$ cat config.mk
export PLATFORM = sky130hd
export DESIGN_NAME = team_06_lcd_controller
export DESIGN_NICKNAME = d
export VERILOG_FILES = /design/src/rtl/team_06_lcd_pkg.sv /design/src/rtl/team_06_lcd_byte_writer.sv /design/src/rtl/team_06_lcd_controller.sv
export SDC_FILE = /design/constraint.sdc
export NUM_CORES = 1
export LEC_CHECK = 0
export BUFFER_PORTS_ARGS = -buffer_cell sky130_fd_sc_hd__buf_4
export CAP_MARGIN = 10
export CELL_PAD_IN_SITES_DETAIL_PLACEMENT = 0
export CELL_PAD_IN_SITES_GLOBAL_PLACEMENT = 2
export CORE_MARGIN = 2
export CORE_UTILIZATION = 37
export CTS_CLUSTER_SIZE = 16
export DETAILED_ROUTE_END_ITERATION = 12
export GPL_ROUTABILITY_DRIVEN = 0
export PLACE_DENSITY_LB_ADDON = 0.1
export SETUP_SLACK_MARGIN = 0.1
export SYNTH_ARGS = -nofsm -noshare
export SYNTH_HDL_FRONTEND = slang
export SYNTH_SLANG_ARGS = --single-unit
$ cat constraint.sdc
create_clock -name clk -period 5.7 [get_ports clk]
set_clock_uncertainty 0.2 [all_clocks]
set_input_delay 1.425 -clock clk [delete_from_list [all_inputs] [get_ports clk]]
set_output_delay 1.425 -clock clk [all_outputs]
set_load 0.1 [all_outputs]
$ cat src/rtl/team_06_lcd_pkg.sv
// rtl/team_06_lcd_pkg.sv - LCD command constants and controller state types
package team_06_lcd_pkg;

    localparam logic [7:0] CMD_FUNC_SET = 8'h38;
    localparam logic [7:0] CMD_DISP_ON  = 8'h0C;
    localparam logic [7:0] CMD_CLEAR    = 8'h01;
    localparam logic [7:0] CMD_ENTRY    = 8'h06;
    localparam logic [7:0] CMD_LINE1    = 8'h80;
    localparam logic [7:0] CMD_LINE2    = 8'hC0;

    typedef enum logic [2:0] {
        ST_POWER_WAIT,
        ST_INIT,
        ST_IDLE,
        ST_ADDR1,
        ST_ROW1,
        ST_ADDR2,
        ST_ROW2,
        ST_DONE
    } lcd_state_t;

    typedef enum logic [1:0] {
        BW_IDLE,
        BW_SETUP,
        BW_PULSE,
        BW_HOLD
    } bw_state_t;

    function automatic logic [7:0] init_cmd(input logic [1:0] idx);
        case (idx)
            2'd0:    return CMD_FUNC_SET;
            2'd1:    return CMD_DISP_ON;
            2'd2:    return CMD_CLEAR;
            default: return CMD_ENTRY;
        endcase
    endfunction

endpackage

$ cat src/rtl/team_06_lcd_byte_writer.sv
// rtl/team_06_lcd_byte_writer.sv - one LCD byte: setup, enable pulse, post-byte wait
module team_06_lcd_byte_writer
    import team_06_lcd_pkg::*;
#(
    parameter int unsigned E_PULSE_CYCLES    = 5,
    parameter int unsigned CMD_WAIT_CYCLES   = 500,
    parameter int unsigned CLEAR_WAIT_CYCLES = 20000,
    parameter int unsigned CNT_W             = 16
) (
    input  logic       clk,
    input  logic       rst,
    input  logic       start,
    input  logic       rs,
    input  logic [7:0] data,
    input  logic       long_wait,
    output logic       lcd_en,
    output logic       lcd_rs,
    output logic [7:0] lcd_data,
    output logic       done,
    output logic       busy
);

    bw_state_t        state, state_n;
    logic [CNT_W-1:0] cnt, cnt_n, hold_last;
    logic             long_q;
    logic             accept;

    // A new byte may be accepted on the last HOLD cycle so transfers run back to back.
    always_comb begin
        hold_last = long_q ? CNT_W'(CLEAR_WAIT_CYCLES - 1) : CNT_W'(CMD_WAIT_CYCLES - 1);
        done      = (state == BW_HOLD) && (cnt == hold_last);
        accept    = start && ((state == BW_IDLE) || done);
        state_n   = state;
        cnt_n     = cnt + CNT_W'(1);
        case (state)
            BW_SETUP: begin
                state_n = BW_PULSE;
                cnt_n   = '0;
            end
            BW_PULSE: begin
                if (cnt == CNT_W'(E_PULSE_CYCLES - 1)) begin
                    state_n = BW_HOLD;
                    cnt_n   = '0;
                end
            end
            BW_HOLD: begin
                if (done) begin
                    state_n = BW_IDLE;
                    cnt_n   = '0;
                end
            end
            default: cnt_n = '0;
        endcase
        if (accept) begin
            state_n = BW_SETUP;
            cnt_n   = '0;
        end
    end

    always_ff @(posedge clk or negedge rst) begin
        if (!rst) begin
            state    <= BW_IDLE;
            cnt      <= '0;
            lcd_rs   <= 1'b0;
            lcd_data <= 8'h00;
            long_q   <= 1'b0;
        end else begin
            state <= state_n;
            cnt   <= cnt_n;
            if (accept) begin
                lcd_rs   <= rs;
                lcd_data <= data;
                long_q   <= long_wait;
            end
        end
    end

    assign lcd_en = (state == BW_PULSE);
    assign busy   = (state != BW_IDLE);

endmodule

$ cat src/rtl/team_06_lcd_controller.sv
// rtl/team_06_lcd_controller.sv - HD44780 16x2 init and row refresh sequencer
module team_06_lcd_controller
    import team_06_lcd_pkg::*;
#(
    parameter int unsigned POWER_ON_CYCLES   = 400000,
    parameter int unsigned E_PULSE_CYCLES    = 5,
    parameter int unsigned CMD_WAIT_CYCLES   = 500,
    parameter int unsigned CLEAR_WAIT_CYCLES = 20000
) (
    input  logic         clk,
    input  logic         rst,
    input  logic [127:0] row_1,
    input  logic [127:0] row_2,
    input  logic         force_refresh,
    output logic         lcd_en,
    output logic         lcd_rs,
    output logic         lcd_rw,
    output logic [7:0]   lcd_data,
    output logic         init_done,
    output logic         busy,
    output logic         frame_done
);

    localparam int unsigned MAX_A    = (CMD_WAIT_CYCLES > CLEAR_WAIT_CYCLES) ? CMD_WAIT_CYCLES : CLEAR_WAIT_CYCLES;
    localparam int unsigned MAX_B    = (E_PULSE_CYCLES > MAX_A) ? E_PULSE_CYCLES : MAX_A;
    localparam int unsigned MAX_WAIT = (POWER_ON_CYCLES > MAX_B) ? POWER_ON_CYCLES : MAX_B;
    localparam int unsigned CNT_W    = $clog2(MAX_WAIT) + 1;

    lcd_state_t       state, state_n;
    logic [CNT_W-1:0] cnt, cnt_n;
    logic [1:0]       idx, idx_n;
    logic [3:0]       col, col_n;
    logic [127:0]     snap_1, snap_2;
    logic             refresh_pending;
    logic             frame_req, capture, bw_start, bw_rs, bw_long, bw_done, bw_busy;
    logic [7:0]       bw_data;

    always_comb begin
        state_n   = state;
        cnt_n     = cnt;
        idx_n     = idx;
        col_n     = col;
        bw_start  = 1'b0;
        capture   = 1'b0;
        frame_req = ({row_1, row_2} != {snap_1, snap_2}) || refresh_pending || force_refresh;
        case (state)
            ST_POWER_WAIT: begin
                if (cnt == CNT_W'(POWER_ON_CYCLES - 1)) begin
                    state_n  = ST_INIT;
                    cnt_n    = '0;
                    idx_n    = 2'd0;
                    bw_start = 1'b1;
                end else begin
                    cnt_n = cnt + CNT_W'(1);
                end
            end
            ST_INIT: begin
                if (bw_done) begin
                    if (idx == 2'd3) begin
                        state_n = ST_IDLE;
                    end else begin
                        idx_n    = idx + 2'd1;
                        bw_start = 1'b1;
                    end
                end
            end
            ST_IDLE: begin
                if (frame_req && !bw_busy) begin
                    state_n  = ST_ADDR1;
                    capture  = 1'b1;
                    bw_start = 1'b1;
                end
            end
            ST_ADDR1, ST_ADDR2: begin
                if (bw_done) begin
                    state_n  = (state == ST_ADDR1) ? ST_ROW1 : ST_ROW2;
                    col_n    = 4'd0;
                    bw_start = 1'b1;
                end
            end
            ST_ROW1, ST_ROW2: begin
                // col wraps 15 -> 0 on the row change.
                if (bw_done) begin
                    col_n = col + 4'd1;
                    if (col != 4'd15) begin
                        bw_start = 1'b1;
                    end else if (state == ST_ROW1) begin
                        state_n  = ST_ADDR2;
                        bw_start = 1'b1;
                    end else begin
                        state_n = ST_DONE;
                    end
                end
            end
            default: state_n = ST_IDLE;
        endcase
    end

    // Byte content follows the state being entered, so start and data line up on one edge.
    always_comb begin
        bw_rs   = 1'b0;
        bw_data = 8'h00;
        bw_long = (state_n == ST_INIT) && (idx_n == 2'd2);
        case (state_n)
            ST_INIT:  bw_data = init_cmd(idx_n);
            ST_ADDR1: bw_data = CMD_LINE1;
            ST_ADDR2: bw_data = CMD_LINE2;
            ST_ROW1: begin
                bw_rs   = 1'b1;
                bw_data = 8'(snap_1 >> {~col_n, 3'b000});
            end
            ST_ROW2: begin
                bw_rs   = 1'b1;
                bw_data = 8'(snap_2 >> {~col_n, 3'b000});
            end
            default: bw_data = 8'h00;
        endcase
    end

    always_ff @(posedge clk or negedge rst) begin
        if (!rst) begin
            state           <= ST_POWER_WAIT;
            cnt             <= '0;
            idx             <= 2'd0;
            col             <= 4'd0;
            snap_1          <= '0;
            snap_2          <= '0;
            refresh_pending <= 1'b1;
            init_done       <= 1'b0;
            busy            <= 1'b0;
        end else begin
            state <= state_n;
            cnt   <= cnt_n;
            idx   <= idx_n;
            col   <= col_n;
            busy  <= (state_n != ST_IDLE);
            if (capture) begin
                snap_1          <= row_1;
                snap_2          <= row_2;
                refresh_pending <= 1'b0;
            end else if (force_refresh && (state != ST_POWER_WAIT) && (state != ST_INIT)
                         && (state != ST_IDLE)) begin
                refresh_pending <= 1'b1;
            end
            if ((state == ST_INIT) && (state_n == ST_IDLE)) begin
                init_done <= 1'b1;
            end
        end
    end

    assign frame_done = (state == ST_DONE);
    assign lcd_rw     = 1'b0;

    team_06_lcd_byte_writer #(
        .E_PULSE_CYCLES   (E_PULSE_CYCLES),
        .CMD_WAIT_CYCLES  (CMD_WAIT_CYCLES),
        .CLEAR_WAIT_CYCLES(CLEAR_WAIT_CYCLES),
        .CNT_W            (CNT_W)
    ) u_byte_writer (
        .clk      (clk),
        .rst      (rst),
        .start    (bw_start),
        .rs       (bw_rs),
        .data     (bw_data),
        .long_wait(bw_long),
        .lcd_en   (lcd_en),
        .lcd_rs   (lcd_rs),
        .lcd_data (lcd_data),
        .done     (bw_done),
        .busy     (bw_busy)
    );

endmodule

==> impl_metrics.toml, run 1 <==
[run_status]
status = "finished clean"

[global_routing]
antenna_found_initial = 4
grt_max_degree = 136
grt_pass1_wl_mm = 110
overflow = 0
grt_usage_pct = 29.0
grt_pass1_vias = 15600

[pwr]
pwr-share-comb_pct = 7.4
p_clk_share_pct = 49.3
p_sw_mw = 1.27
seq_power_share_pct = 43.2
p_leak_nw = 11.2
peakVddDrop_mv = 0.165
swShare_pct = 24.2
p_int_mw = 3.98
power_density_nw_per_um2 = 228
finalPower_mw = 5.26

[place]
portBuffers = 271
post-dp-hpwl_mm = 61.2
place_area_sq_um = 21700

[floorplan]
die_w_um = 230
start_util_pct = 37.5
dieArea_sq_um = 52800
core_area_sq_um = 50300
rows = 82
io_pins = 273
die_height_um = 230

[clock_network]
clock_sink_count = 320
ctsLongestPathBuffers = 3
htree_num_levels = 2
cts_made_buffers = 40
ctsHoldBuffers = 0
clk_latency_ps = 570
ctsResizeCount = 0
clkSlewWorstSetupHoldPaths_ps = 60
post-cts-setup-buffer-count = 0
cts_tree = "yes"
clock-root-buffer = "clkbuf_16"

[yosys]
synth_edf_count = 0
synth_area_per_cell_sq_um = 10.4
synth.area.top_cells = "dfrtp_1 (42%), mux2_2 (15%), mux2i_1 (5.5%)"
async_flop_share_pct = 100
ys_seq_area_share_pct = 42.5
synth_cell_types = 73
synth-seq-cells = 320
syn-cell-area_sq_um = 18900
synth_top_area_cell = "dfrtp_1"
synth_common_cells = "dfrtp_1 (319), mux2_2 (246), nand2_1 (134)"
ys.flop_type = "dfrtp_1"
syn-num-nets = 2069
synth_top_area_share_pct = 42.3
yosysWarnings = 0
synthCells = 1805
synth_most_common_cell = "dfrtp_1"

[final_layout]
nFillCells = 4901
multiInputGateArea_sq_um = 10100
num-nets-final = 2342
seq_area_sq_um = 8010
drive_gt1_share_pct = 30.2
fin_util_pct = 45.9
area_growth_pct = 22.3
fin_area_sq_um = 23100

[sta]
slew_headroom_pct = 25.1
slew_violations = 0
worst_pin_slew_ps = 1110
fmax_ghz = 0.189
period_minus_slack_ps = 5290
timing.final.crit_share_pct = 92.8
finalHoldViolCount = 0
setup_viol = 0
rsz0062_at_grt = "false"

[critical_path]
cp.arrival_ps = 5550
cp-startpoint = "u_byte_writer.cnt[5]"
crit_type = "flip-flop to flip-flop"
crit_path_end = "u_byte_writer.lcd_data[0]"
r2r_end = "u_byte_writer.lcd_data[0]"
r2r-start = "u_byte_writer.cnt[5]"
rrSetupSlack_ps = 410
worstRegToRegCells = 15
required_ps = 5970
cp_max_fo = 29
critPathLaunchType = "flip-flop"
crit_path_end_kind = "flip-flop"

[run]
cap_violations = 0

[routing]
drt_iter0_drc = 1339
drtAntennaViolNets = 0
dr.pass1.iters = 5
route.detailed.drc = 0
routedWlPerCell_um = 27.9
vias = 15600
viasPerCell = 5.61
drt_wl_total_mm = 77.6

[min_path]
worstHoldPathType = "flip-flop to flip-flop"
hold_start = "init_done"
[power groups by stage]
| stage | sequential [mW] | clock (mW) | combinational (mW) |
|---|---|---|---|
| global placement | 2.31 | 0 | 0.393 |
| floorplan | 2.31 | 0 | 0.0838 |
| global route | 2.27 | 2.74 | 0.420 |
| detailed placement | 2.31 | 0 | 0.394 |
| CTS | 2.27 | 2.65 | 0.395 |
| finish | 2.27 | 2.59 | 0.392 |
[kinds of logic after synthesis]
| logic type | after synthesis | share of synthesized area [%] |
|---|---|---|
| xor gates and xnor gates | 159 | 7.38 |
| muxes | 349 | 20.2 |
| DFF | 320 | 42.5 |
| other | 1 | 0.0199 |
| adders and majority gates | 5 | 0.332 |
| AOI/OAI and AO/OA | 270 | 10.6 |
| and+or+nand+nor | 534 | 15.2 |
| buffers and inverters | 167 | 3.91 |
[how the worst min path moves through the flow]
stage	slack (ps)	cells after the start	endpoint
after detailed placement	270	1	cnt[19]
after global routing	310	1	cnt[4]
after CTS	290	1	cnt[19]
after floorplan	240	1	cnt[19]
final	280	1	init_done
after global placement	270	1	init_done
[layout make-up]
type	instances	area share (%)
multi-input combinational	1318	44.0
tap	672	3.65
inverter	87	1.42
antenna	2	0.0217
timing repair buffer	311	10.5
clock buffer	58	5.17
clock inverter	11	0.515
sequential	320	34.7
[worst max-delay path: stages (launching register included)]
cell	delay (ps)
dfrtp_1	440
or4_4	580
or4_4	590
a21oi_1	410
inv_2	150
ha_1	300
nand2_1	50
o211ai_1	130
a21o_2	540
buf_4	500
mux2i_1	140
mux2_2	290
a22oi_1	380
a22oi_1	120
o221a_2	180
o21ai_0	150
[layout by cell type (no fill, tap or decap), types with 5 or more instances in the layout]
master,n
a2111o_1,10
a2111oi_0,19
a211oi_1,8
a21o_1,7
a21oi_1,25
a221oi_1,6
a31oi_1,6
a32oi_1,11
and2_1,8
and3_1,15
buf_12,7
buf_4,302
clkbuf_1,8
clkbuf_16,42
clkbuf_8,8
clkinv_2,7
dfrtp_1,319
ha_1,5
inv_1,85
mux2_2,246
mux2i_1,103
nand2_1,134
nand2b_1,91
nand3_1,37
nand4_1,40
nor2_1,55
nor2b_1,82
nor3_1,10
nor4_1,38
o2111a_1,5
o2111ai_1,29
o211ai_1,38
o21ai_0,48
o22ai_1,17
xnor2_1,77
xor2_1,82
[stage by stage]
step	setup TNS (ps)	cells	setup WS [ps]	hold slack [ps]
after global placement	-48140	2707	-275	269
after floorplan	0	1805	1150	243
after CTS	0	2777	456	287
final	0	2779	413	284
after detailed placement	0	2708	204	271
after global routing	0	2778	104	308
[state kept, by name, summed over array words and instances, names as in the netlist]
register,cells
init_done,1
idx,2
snap_1,128
snap_2,128
u_byte_writer.cnt,20
u_byte_writer.lcd_rs,1
busy,1
u_byte_writer.state,2
u_byte_writer.lcd_data,8
col,4
cnt,20
refresh_pending,1
state,3
u_byte_writer.long_q,1
[layer usage]
| layer | track usage, % | part of all wire (%) | routed length (um) |
|---|---|---|---|
| met5 | 0 | 0.034 | 26 |
| met4 | 9.21 | 2.9 | 2260 |
| met3 | 6.19 | 7.2 | 5590 |
| met2 | 45.7 | 46 | 35700 |
| met1 | 39.8 | 44 | 34000 |
No activity file was read; power rests on OpenSTA's default activity.
==> run 2, diff against run 1 <==
CORE_MARGIN = 1   (was 2)
RECOVER_POWER = 50   (was unset)
==> run 2 against run 1 <==
Effect of this change:
- critical endpoint unchanged
- clock-buffer cell count rose by 5
- cell count rose by 0.58%
- total power rose by 2.2%
- die area fell by 1.7%
- the run now ends with max-capacitance violations, max-slew violations left
- critical path depth did not move
==> impl_metrics.toml, run 2 (synthesis results as in run 1) <==
[run_status]
status = "finished, violations left"
violations = "max-capacitance violations, max-slew violations"

[final_layout]
final_common_cell = "dfrtp_1"
area_growth_pct = 23.1
seq_area_sq_um = 8010
final_cell_mix = "dfrtp_1 (319), buf_4 (313), mux2_2 (246), nand2_1 (134), mux2i_1 (103)"
multiInputGateArea_sq_um = 10100
top_regs = "snap_1: 128 flops, snap_2: 128 flops"
nFillCells = 4895
num-nets-final = 2355
drive_gt1_share_pct = 30.6
finalNonFillerCells = 2795
fin_util_pct = 46.3

[routing]
drt_wl_total_mm = 77.7
top_layer = "met5"
wl_met3_mm = 5.35
met1_length_mm = 34.0
route.detailed.drc = 0
vias = 15500
routedWlPerCell_um = 27.8
dr_wl_met2_mm = 35.3
viasPerCell = 5.56
drtAntennaViolNets = 0
dr.pass1.iters = 6
drt_iter0_drc = 1297

[sta]
finalHoldViolCount = 0
worst_pin_slew_ps = 3390
setup_viol = 0
fmax_ghz = 0.199
slew_headroom_pct = -126
slew_violations = 120
period_minus_slack_ps = 5040
setup_tns_ps = 0
rsz0062_at_grt = "false"
timing.final.crit_share_pct = 88.4

[min_path]
worstHoldPathType = "flip-flop to flip-flop"
hold_start = "cnt[19]"

[global_routing]
grt_pass1_vias = 15800
grt_pass1_wl_mm = 110
overflow = 0
grt_max_degree = 121
antenna_found_initial = 4
grt_usage_pct = 29.6

[critical_path]
crit_slowest_cell = "or4_1"
critical_path.top_delay_family = "compound AO/OA/AOI/OAI gates"
crit_path_end_kind = "flip-flop"
r2r-start = "u_byte_writer.cnt[5]"
required_ps = 5970
cp-startpoint = "u_byte_writer.cnt[5]"
cp_max_fo = 20
crit_type = "flip-flop to flip-flop"
path_cells = "or4_1, or4_4, a21oi_1, inv_2, ha_1, nand2_1, o211ai_1, a21o_2, buf_4, mux2i_1, mux2_2, a22oi_1, a22oi_1, o221a_2, o21ai_0"
crit_buf_inv = 2
critPathLaunchType = "flip-flop"
critPathMaxStageDelay_ps = 600
cp.arrival_ps = 5310
worst_path_most_repeated_cell = "a22oi_1"

[clock_network]
post-cts-setup-buffer-count = 0
clock-root-buffer = "clkbuf_16"
clock_sink_count = 320
cts_tree = "yes"
cts_made_buffers = 40
clk_latency_ps = 590
htree_num_levels = 2
clkSlewWorstSetupHoldPaths_ps = 60
ctsResizeCount = 0
ctsLongestPathBuffers = 3
ctsHoldBuffers = 0

[floorplan]
io_pins = 273
die_w_um = 228
start_util_pct = 37.6
dieArea_sq_um = 51900
rows = 82
die_height_um = 228
core_area_sq_um = 50200

[pwr]
p_leak_nw = 11.3
peakVddDrop_mv = 0.166
power_density_nw_per_um2 = 232

[run]
cap_violations = 1

[place]
place_inst = 2721
post-dp-hpwl_mm = 61.7
portBuffers = 271
-- run 2: cell types whose count changed in the layout (fill, tap and decap cells not counted), sizes merged --
cell / change
clkbuf: +10
buf: +8
clkinv: -2
bufinv: +1
diode: -1
-- run 2: path summary, 6_finish.rpt --
kind                                                   to  slack (ps)  depth (start not counted)
worst max-delay path            u_byte_writer.lcd_data[0]         660                         15
worst min register to register                    cnt[19]         270                          1
worst max register to register  u_byte_writer.lcd_data[0]         660                         15
max in group asynchronous                      snap_1[43]         890                          2
worst min-delay path                              cnt[19]         270                          1
min in group asynchronous           u_byte_writer.cnt[17]        1730                          1
-- run 2: layout make-up --
cell class,instances,share of cell area [%]
repair buffers,324,10.8
flip-flops and latches,320,34.5
inverters,87,1.41
diodes,1,0.0108
clock inverters,10,0.598
clock buffers,63,5.39
multi-input cells,1318,43.7
well taps,672,3.62
-- run 2: where the power goes --
group	switching (mW)	internal (mW)	total, mW
registers	0	2.27	2.27
clock network	1.07	1.64	2.71
logic	0.219	0.174	0.393
total	1.29	4.09	5.38
-- run 2: metal layers --
metal | up-vias | global-route usage, %
met2 | 527 | 45.9
met3 | 125 | 6.39
li1 | 7077 | -
met4 | 4 | 11.8
met1 | 7806 | 40.1
met5 | - | 0
-- run 2: stage by stage --
step / area [sq um] / setup WS, ps / hold slack, ps / total power, mW
2_1_floorplan: 18900 / 1150 / 243 / 2.40
3_3_place_gp: 21900 / 212 / 261 / 2.71
3_5_place_dp: 21900 / 191 / 263 / 2.71
4_1_cts: 23200 / 788 / 276 / 5.43
5_1_grt: 23200 / 293 / 297 / 5.53
6_report: 23200 / 663 / 272 / 5.38
-- run 2: worst reg2reg max path, stage by stage, from the launching register on --
cell	delay, ps
dfrtp_1	420
or4_1	600
or4_4	600
a21oi_1	350
inv_2	140
ha_1	300
nand2_1	50
o211ai_1	120
a21o_2	410
buf_4	420
mux2i_1	160
mux2_2	290
a22oi_1	420
a22oi_1	130
o221a_2	200
o21ai_0	150
==> run 3, diff against run 2 <==
CELL_PAD_IN_SITES_DETAIL_PLACEMENT = 1   (was 0)
==> run 3 against run 2 <==
Effect of this change:
- the run still ends with max-capacitance violations, max-slew violations left
- cell count down 0.21%
- sequential cell count unchanged
- non-clock buffer count unchanged
- register-to-register slack about the same
- setup slack worse by 5.3 ps
- critical endpoint unchanged
- largest cell class unchanged
- largest power group unchanged
==> impl_metrics.toml, run 3 (synthesis results as in run 1) <==
[sta]
setup_viol = 0
slew_headroom_pct = -128
finalHoldWorstSlack_ps = 277
slew_violations = 119
fmax_ghz = 0.198
setup_tns_ps = 0
finalHoldViolCount = 0
period_minus_slack_ps = 5040
fin_ws_ps = 658
timing.final.crit_share_pct = 88.5
worst_pin_slew_ps = 3420
rsz0062_at_grt = "false"

[final_layout]
num-nets-final = 2356
drive_gt1_share_pct = 30.3
nFillCells = 5538
top_regs = "snap_1: 128 flops, snap_2: 128 flops"
final_common_cell = "dfrtp_1"
area_growth_pct = 22.4
final_cell_mix = "dfrtp_1 (319), buf_4 (313), mux2_2 (246), nand2_1 (134), mux2i_1 (103)"

[floorplan]
die_w_um = 228
start_util_pct = 37.6
dieArea_sq_um = 51900
core_area_sq_um = 50200
io_pins = 273
die_height_um = 228
rows = 82

[pwr]
pwr-share-comb_pct = 7.7
finalPower_mw = 5.19
peakVddDrop_mv = 0.164
seq_power_share_pct = 43.8
power_density_nw_per_um2 = 225
p_leak_nw = 11.2
swShare_pct = 24.4
p_clk_share_pct = 48.5
p_sw_mw = 1.27
p_int_mw = 3.92

[critical_path]
critical_path.top_delay_family = "compound AO/OA/AOI/OAI gates"
worst_path_most_repeated_cell = "a22oi_1"
cp.arrival_ps = 5330
crit_path_end_kind = "flip-flop"
crit_type = "flip-flop to flip-flop"
required_ps = 5990
path_cells = "or4_4, or4_1, a21oi_1, inv_2, ha_1, nand2_1, o211ai_1, a21o_2, buf_4, mux2i_1, mux2_2, a22oi_1, a22oi_1, o221a_2, o21ai_0"
critPathMaxStageDelay_ps = 630
critPathLaunchType = "flip-flop"
crit_slowest_cell = "or4_1"
cp_max_fo = 20
crit_buf_inv = 2

[global_routing]
grt.met3_usage_pct = 4.54
grt_util_met1_pct = 41.7
grt_pass1_wl_mm = 115
busiest_layer = "met2"
grt_max_degree = 121
grt_usage_pct = 30.6
antenna_found_initial = 2
grt_pass1_vias = 16700
overflow = 0
met2_usage_pct = 48.0

[routing]
routedWlPerCell_um = 28.6
drt_iter0_drc = 1219
drtAntennaViolNets = 0
vias = 15900
route.detailed.drc = 0
dr.pass1.iters = 5
viasPerCell = 5.70
drt_wl_total_mm = 79.8

[run_status]
status = "finished, violations left"
violations = "max-capacitance violations, max-slew violations"

[clock_network]
clock-root-buffer = "clkbuf_16"
cts_tree = "yes"
htree_num_levels = 2
ctsLongestPathBuffers = 3
ctsHoldBuffers = 0
cts_made_buffers = 41
ctsResizeCount = 0
clk_latency_ps = 580
post-cts-setup-buffer-count = 0
clock_sink_count = 320
clkSlewWorstSetupHoldPaths_ps = 60

[place]
dp_slack_ps = 231
portBuffers = 271
post-dp-hpwl_mm = 63.5

[min_path]
worstHoldPathType = "flip-flop to flip-flop"

[run]
cap_violations = 1
[run 3: metrics by stage]
step	instance area [sq um]	utilization, %	std cells
after global placement	21900	43.6	2721
final	23100	46.0	2789
after detailed placement	21900	43.6	2721
after global routing	23100	46.0	2789
after CTS	23100	46.1	2788
after floorplan	18900	-	1805
[run 3: area by class of cell]
class	count	area (sq um)	area share (%)
Inverter	87	327	1.41
Multi-Input combinational cell	1318	10100	43.9
Timing Repair Buffer	324	2510	10.9
Clock buffer	63	1230	5.33
Antenna cell	1	2.50	0.0108
Clock inverter	4	27.5	0.119
Tap cell	672	841	3.64
Sequential cell	320	8010	34.7
[run 3: path summary, 6_finish.rpt]
kind	from	endpoint	slack, ps	cells past startpoint
hold / removal	cnt[19]	cnt[19]	280	1
setup / recovery	u_byte_writer.cnt[5]	u_byte_writer.lcd_data[0]	660	15
hold reg to reg	cnt[19]	cnt[19]	280	1
min in group asynchronous	rst	u_byte_writer.cnt[17]	1760	1
setup reg to reg	u_byte_writer.cnt[5]	u_byte_writer.lcd_data[0]	660	15
max in group asynchronous	rst	snap_1[46]	1100	2
[run 3: power by group through the flow]
stage | Clock [mW] | Sequential [mW] | Combinational (mW)
floorplan | 0 | 2.31 | 0.0838
global placement | 0 | 2.31 | 0.398
detailed placement | 0 | 2.31 | 0.399
CTS | 2.56 | 2.27 | 0.401
global route | 2.64 | 2.27 | 0.423
finish | 2.52 | 2.27 | 0.397
[run 3: metal layers]
metal	vias to the layer above	share of wire [%]
li1	7061	-
met2	541	46
met5	-	0
met1	8188	44
met3	121	5.7
met4	0	4.6
